### src/rtl/bcd_to_bin_if.sv
// Handshake bundle for the BCD-to-binary converter: digit input side and
// binary result side, each with its own valid/ready pair.
interface bcd_to_bin_if #(
    parameter int NDIG  = 5,
    parameter int OUT_W = 17
);
    logic                 in_valid;
    logic                 in_ready;
    logic [4*NDIG-1:0]    bcd_in;
    logic                 out_valid;
    logic                 out_ready;
    logic [OUT_W-1:0]     bin_out;
    logic                 ovf16;
    logic                 err;

    modport master (
        output in_valid, bcd_in, out_ready,
        input  in_ready, out_valid, bin_out, ovf16, err
    );

    modport slave (
        input  in_valid, bcd_in, out_ready,
        output in_ready, out_valid, bin_out, ovf16, err
    );
endinterface

### src/rtl/bcd_to_bin.sv
// Digit-serial BCD-to-binary converter: accumulates acc*10 + digit one digit
// per cycle, most significant digit first, with valid/ready on both sides.
module bcd_to_bin #(
    parameter int NDIG  = 5,
    parameter int OUT_W = 17
) (
    input  logic       clk,
    input  logic       rst,
    bcd_to_bin_if.slave bus
);
    localparam int CNT_W = (NDIG > 1) ? $clog2(NDIG) : 1;

    typedef enum logic [1:0] {IDLE, CONV, DONE} state_t;

    state_t               state;
    logic [4*NDIG-1:0]    dig;
    logic [OUT_W-1:0]     acc;
    logic [CNT_W-1:0]     cnt;
    logic                 err_r;
    logic                 in_ready_q;
    logic                 out_valid_q;
    logic [OUT_W-1:0]     bin_q;
    logic                 ovf_q;
    logic                 err_q;
    logic [OUT_W-1:0]     acc_next;

    // acc*10 built from shifts in a 4-bit wider field, then truncated back.
    function automatic logic [OUT_W-1:0] mul10_add(input logic [OUT_W-1:0] a,
                                                   input logic [3:0] d);
        logic [OUT_W+3:0] aw;
        aw = {4'b0000, a};
        return OUT_W'((aw << 3) + (aw << 1) + (OUT_W+4)'(d));
    endfunction

    function automatic logic any_bad_nibble(input logic [4*NDIG-1:0] v);
        logic bad;
        bad = 1'b0;
        for (int i = 0; i < NDIG; i++) begin
            if (v[4*i +: 4] > 4'd9) bad = 1'b1;
        end
        return bad;
    endfunction

    // The digit register shifts left each cycle so the current digit is always on top.
    assign acc_next = mul10_add(acc, dig[4*NDIG-1 -: 4]);

    always_ff @(posedge clk) begin
        if (rst) begin
            state       <= IDLE;
            dig         <= '0;
            acc         <= '0;
            cnt         <= '0;
            err_r       <= 1'b0;
            in_ready_q  <= 1'b1;
            out_valid_q <= 1'b0;
            bin_q       <= '0;
            ovf_q       <= 1'b0;
            err_q       <= 1'b0;
        end else begin
            case (state)
                IDLE: begin
                    if (bus.in_valid) begin
                        dig        <= bus.bcd_in;
                        acc        <= '0;
                        cnt        <= '0;
                        err_r      <= any_bad_nibble(bus.bcd_in);
                        in_ready_q <= 1'b0;
                        state      <= CONV;
                    end
                end
                CONV: begin
                    acc <= acc_next;
                    dig <= dig << 4;
                    cnt <= cnt + 1'b1;
                    if (cnt == CNT_W'(NDIG - 1)) begin
                        state       <= DONE;
                        out_valid_q <= 1'b1;
                        bin_q       <= err_r ? '0 : acc_next;
                        ovf_q       <= !err_r && (acc_next > OUT_W'(32'h0000_FFFF));
                        err_q       <= err_r;
                    end
                end
                DONE: begin
                    if (bus.out_ready) begin
                        out_valid_q <= 1'b0;
                        in_ready_q  <= 1'b1;
                        state       <= IDLE;
                    end
                end
                default: begin
                    out_valid_q <= 1'b0;
                    in_ready_q  <= 1'b1;
                    state       <= IDLE;
                end
            endcase
        end
    end

    assign bus.in_ready  = in_ready_q;
    assign bus.out_valid = out_valid_q;
    assign bus.bin_out   = bin_q;
    assign bus.ovf16     = ovf_q;
    assign bus.err       = err_q;
endmodule
### src/flat_wrapper.sv
// flat-port wrapper written by rule: the top's interface ports become plain ports
module bcd_to_bin_flat 
#(
    parameter int NDIG  = 5,
    parameter int OUT_W = 17
)
  (clk, rst, bus_in_valid, bus_bcd_in, bus_out_ready, bus_in_ready, bus_out_valid, bus_bin_out, bus_ovf16, bus_err);
  bcd_to_bin_if #(.NDIG(NDIG), .OUT_W(OUT_W)) bus_i ();
  input  logic clk;
  input  logic rst;
  input wire logic [$bits(bus_i.in_valid)-1:0] bus_in_valid;
  input wire logic [$bits(bus_i.bcd_in)-1:0] bus_bcd_in;
  input wire logic [$bits(bus_i.out_ready)-1:0] bus_out_ready;
  output wire logic [$bits(bus_i.in_ready)-1:0] bus_in_ready;
  output wire logic [$bits(bus_i.out_valid)-1:0] bus_out_valid;
  output wire logic [$bits(bus_i.bin_out)-1:0] bus_bin_out;
  output wire logic [$bits(bus_i.ovf16)-1:0] bus_ovf16;
  output wire logic [$bits(bus_i.err)-1:0] bus_err;
  assign bus_i.in_valid = bus_in_valid;
  assign bus_i.bcd_in = bus_bcd_in;
  assign bus_i.out_ready = bus_out_ready;
  assign bus_in_ready = bus_i.in_ready;
  assign bus_out_valid = bus_i.out_valid;
  assign bus_bin_out = bus_i.bin_out;
  assign bus_ovf16 = bus_i.ovf16;
  assign bus_err = bus_i.err;
  bcd_to_bin #(.NDIG(NDIG), .OUT_W(OUT_W)) u_core (.clk(clk), .rst(rst), .bus(bus_i));
endmodule
### config.mk
export PLATFORM = sky130hd
export DESIGN_NAME = bcd_to_bin_flat
export DESIGN_NICKNAME = d
export VERILOG_FILES = /design/src/rtl/bcd_to_bin_if.sv /design/src/rtl/bcd_to_bin.sv /design/src/flat_wrapper.sv
export SDC_FILE = /design/constraint.sdc
export NUM_CORES = 1
export LEC_CHECK = 0
export CAP_MARGIN = 20
export CORE_MARGIN = 4
export CORE_UTILIZATION = 55
export CTS_CLUSTER_DIAMETER = 200
export DETAILED_ROUTE_END_ITERATION = 10
export PLACE_DENSITY = 0.8
export SYNTH_ARGS = -nofsm -noshare
export SYNTH_HDL_FRONTEND = slang
export SYNTH_SLANG_ARGS = --single-unit
### constraint.sdc
create_clock -name clk -period 3.85 [get_ports clk]
set_clock_uncertainty 0.15 [all_clocks]
set_input_delay 0.5775 -clock clk [delete_from_list [all_inputs] [get_ports clk]]
set_output_delay 0.5775 -clock clk [all_outputs]
set_load 0.005 [all_outputs]
==> results.md <==
* Worst-Skew Late Latency at between 0.3 and 0.4 ns
* H-tree levels at 3
* Vias at 2983
* Final core occ at 0.679
* Number of top-level pins at 45
* Largest net degree at the start of global routing at 57
* Die area at about 7400 sq um
* Pre-CTS setup slack at approximately 0.76 ns
* Post-Route WL at ~7500 um
* Slew @ Worst Pin at approximately 1.0 ns
* Nets at a little under 500
* Peak supply drop at ~220 uV
* Busiest metal layer after global routing: met2
* Internal power at between 0.9 and 1 mW
* Sequential power share at 0.510
* Rel. slew slack at 0.325
* Post-route setup slack at about 0.74 ns
* Post-synthesis sequential area ratio at 0.374
* Syn Area/Cell at 8.40 sq um
* Final setup vio count at 0
* Die W at about 86 um
* Avg WL per Cell at 14.6 um
* CTS tree: yes
* Period utilization at 0.809
* Final hold violation count at 0
* Met2 Usage GRT at 0.326
* Worst Path Class, Setup: register to register
* Max-cap viol count at 0
* Switch share at 0.284
* Placer congestion estimate at just under 0.9
* Pleak at about 1.7 nW
* Async set-reset flop share out of synthesis at 0
* Met1 Resource Use GR at 0.295
* Total of warnings raised by yosys at 0
* PD cells at about 340 nW/um^2
* Count of hold-fix buffers inserted at cts at 0
* Cts repair resizes at 0
* Vias in the first global route at 2818
* Antenna violations before repair at 0
* Setup crit start kind: register
* Hold Startpoint: u_core.bus.bin_out[13]$_SDFFE_PP0P_
* Main flop type after synthesis: dfxtp_1
* CTS sink cnt at 63
* Number of CTS-inserted buffers at 9
* Cell Rows at 28
* RR Startpoint: u_core.acc[0]$_SDFFE_PP0P_
* Maximum fanout along the worst path at 4
* Clock power frac at 0.375
* EDFF count, synth at 0
* Yosys cell types at 46
* Sequential cell area at 1260 sq um
* Largest buffer count on any clock path at 2
* Post-DP HPWL at between 5000 and 6000 um
* ANT nets after route at 0
* CTS clk-pin slew, worst paths at ~0.07 ns
* Starting density of the core at 0.569
* Syn Inst Count at about 400
* Core Footprint at roughly 5900 sq um
* First-pass GRT wire length at between 10000 and 15000 um
* Slew Viols, Final at 0
* RSZ-0062 raised after global routing: false
* Worst Hold Class: register to register
* Residual DRC at 0
* Tmin final at 3.11 ns
* Layout area overhead at 19.4%
* CP endpoint kind: register
* Status: completed
* Number of detailed-route iterations in the first pass at 5
* Post-CTS Repair Setup Buffers at 0
* Comb pwr share at 0.115
* Syn Nets at 457
* Antenna diode count at 0
* Layout cells sized above 1 at 0.0835
* CP startpoint: u_core.acc[0]$_SDFFE_PP0P_
* PortBufs at 44
* Worst Path Arrival at 3.21 ns
* Area of the multi-input gates at about 2000 sq um
* Fillers at 500
* FMAX at roughly 320 MHz
* CP Data Required Time at ~4 ns
* Placed instance area at just under 4000 sq um
* Die height at roughly 86 um
* Vias/cell at approximately 5.8
* Root Buffer: clkbuf_8
* Total gr overflow at 0
* Initial detailed-routing violation count at around 190
* Final instance area at 4020 sq um
* Met3 usage at 0.0428
* P_sw at just under 0.4 mW
* #FFs+latches synth at 63
* Setup TNS Final at 0 ns
* Synthesized cell area at 3370 sq um
* Overall Global Routing Usage at 0.216
[worst max-delay path, cell delays in order, from the launching register on]
cell	delay, ns
dfxtp_1	0.36
inv_1	0.07
fa_1	0.52
inv_1	0.07
fa_1	0.45
a21o_2	0.24
a221oi_2	0.32
o21ai_2	0.16
a21boi_4	0.24
o21ai_2	0.09
xor2_1	0.17
a22o_1	0.18
[placed cells by master (no fill, tap or decap), drive strengths merged, types with 2 or more instances in the layout]
cell type      netlist  layout
inv                 10      11
nand3b               2       2
xnor2                8       8
a21oi               33      33
dfxtp               63      63
a22oi                6       6
clkinv               0       2
nor2b                2       2
nor2                46      46
o22ai                3       3
a311oi              17      17
ha                  30      30
nand2b               6       6
buf                  4       6
nand3               21      21
fa                   2       2
nor3                 2       2
clkbuf              19       9
mux2                 2       2
a31oi               10      10
o21ai               14      14
a22o                 6       6
or3                  4       4
nor3b                5       5
clkdlybuf4s50        0      43
a21o                 5       5
clkinvlp             0       4
xor2                 4       4
nand2               62      62
[state kept, by name, indices dropped and copies added (netlist names)]
| register | cells |
|---|---|
| u_core.acc | 16 |
| u_core.bus.bin_out | 17 |
| u_core.bus.err | 1 |
| u_core.bus.in_ready | 1 |
| u_core.bus.out_valid | 1 |
| u_core.bus.ovf16 | 1 |
| u_core.cnt | 3 |
| u_core.dig | 20 |
| u_core.err_r | 1 |
| u_core.state | 2 |
[power groups by stage]
stage	registers, mW	logic [mW]	clock network [mW]
2_1_floorplan	0.700	0.106	0
3_3_place_gp	0.708	0.153	0
5_1_grt	0.698	0.175	0.549
6_report	0.695	0.157	0.510
4_1_cts	0.694	0.157	0.515
3_5_place_dp	0.709	0.155	0
[cells by family (layout without fill, tap and decap cells)]
| group | count (synthesis) | after routing | share of synthesized area |
|---|---|---|---|
| fa+ha+maj | 32 | 32 | 0.123 |
| compound gates | 102 | 102 | 0.217 |
| flops | 63 | 63 | 0.374 |
| simple gates | 156 | 156 | 0.206 |
| mux | 3 | 3 | 0.00965 |
| buf+inv | 33 | 75 | 0.0382 |
| xor+xnor | 12 | 12 | 0.0312 |
[per-layer routing]
metal	vias up	part of all wire
li1	1500	-
met1	1409	0.47
met3	12	0.050
met4	0	0.020
met5	-	0
met2	62	0.46
[area by class of cell]
type	instances	share of cell area
Clock buffer	9	0.0308
Inverter	10	0.00933
Clock inverter	7	0.0121
Timing Repair Buffer	49	0.118
Sequential cell	63	0.314
Multi-Input combinational cell	305	0.493
Tap cell	75	0.0233
[synthesized netlist by cell type, drive strengths merged, types with 3 or more instances]
cell / count / share of area
xor2: 4 / 0.010
nand3: 21 / 0.031
or3: 4 / 0.0074
buf: 4 / 0.0059
a21o: 5 / 0.012
o22ai: 3 / 0.0056
a22o: 6 / 0.016
xnor2: 8 / 0.021
a21oi: 33 / 0.049
clkbuf: 19 / 0.021
nor2: 46 / 0.051
dfxtp: 63 / 0.37
a31oi: 10 / 0.027
nand2b: 6 / 0.011
inv: 10 / 0.011
a311oi: 17 / 0.044
a22oi: 6 / 0.013
nand2: 62 / 0.069
ha: 30 / 0.11
nor3b: 5 / 0.011
o21ai: 14 / 0.025
[path summary, 6_finish.rpt]
path | endpoint | slack [ns] | depth (start not counted)
setup / recovery | u_core.bus.bin_out[14]$_SDFFE_PP0P_ | 0.74 | 11
hold / removal | u_core.bus.bin_out[13]$_SDFFE_PP0P_ | 0.29 | 2
setup reg to reg | u_core.bus.bin_out[14]$_SDFFE_PP0P_ | 0.74 | 11
hold reg to reg | u_core.bus.bin_out[13]$_SDFFE_PP0P_ | 0.29 | 2
[per-stage QoR]
| step | hold WS [ns] | power [mW] | cells |
|---|---|---|---|
| 2_1_floorplan | 0.285 | 0.807 | 401 |
| 3_3_place_gp | 0.277 | 0.860 | 502 |
| 3_5_place_dp | 0.286 | 0.864 | 502 |
| 4_1_cts | 0.295 | 1.37 | 518 |
| 5_1_grt | 0.341 | 1.42 | 518 |
| 6_report | 0.293 | 1.36 | 518 |
No activity file was read; power rests on OpenSTA's default activity.
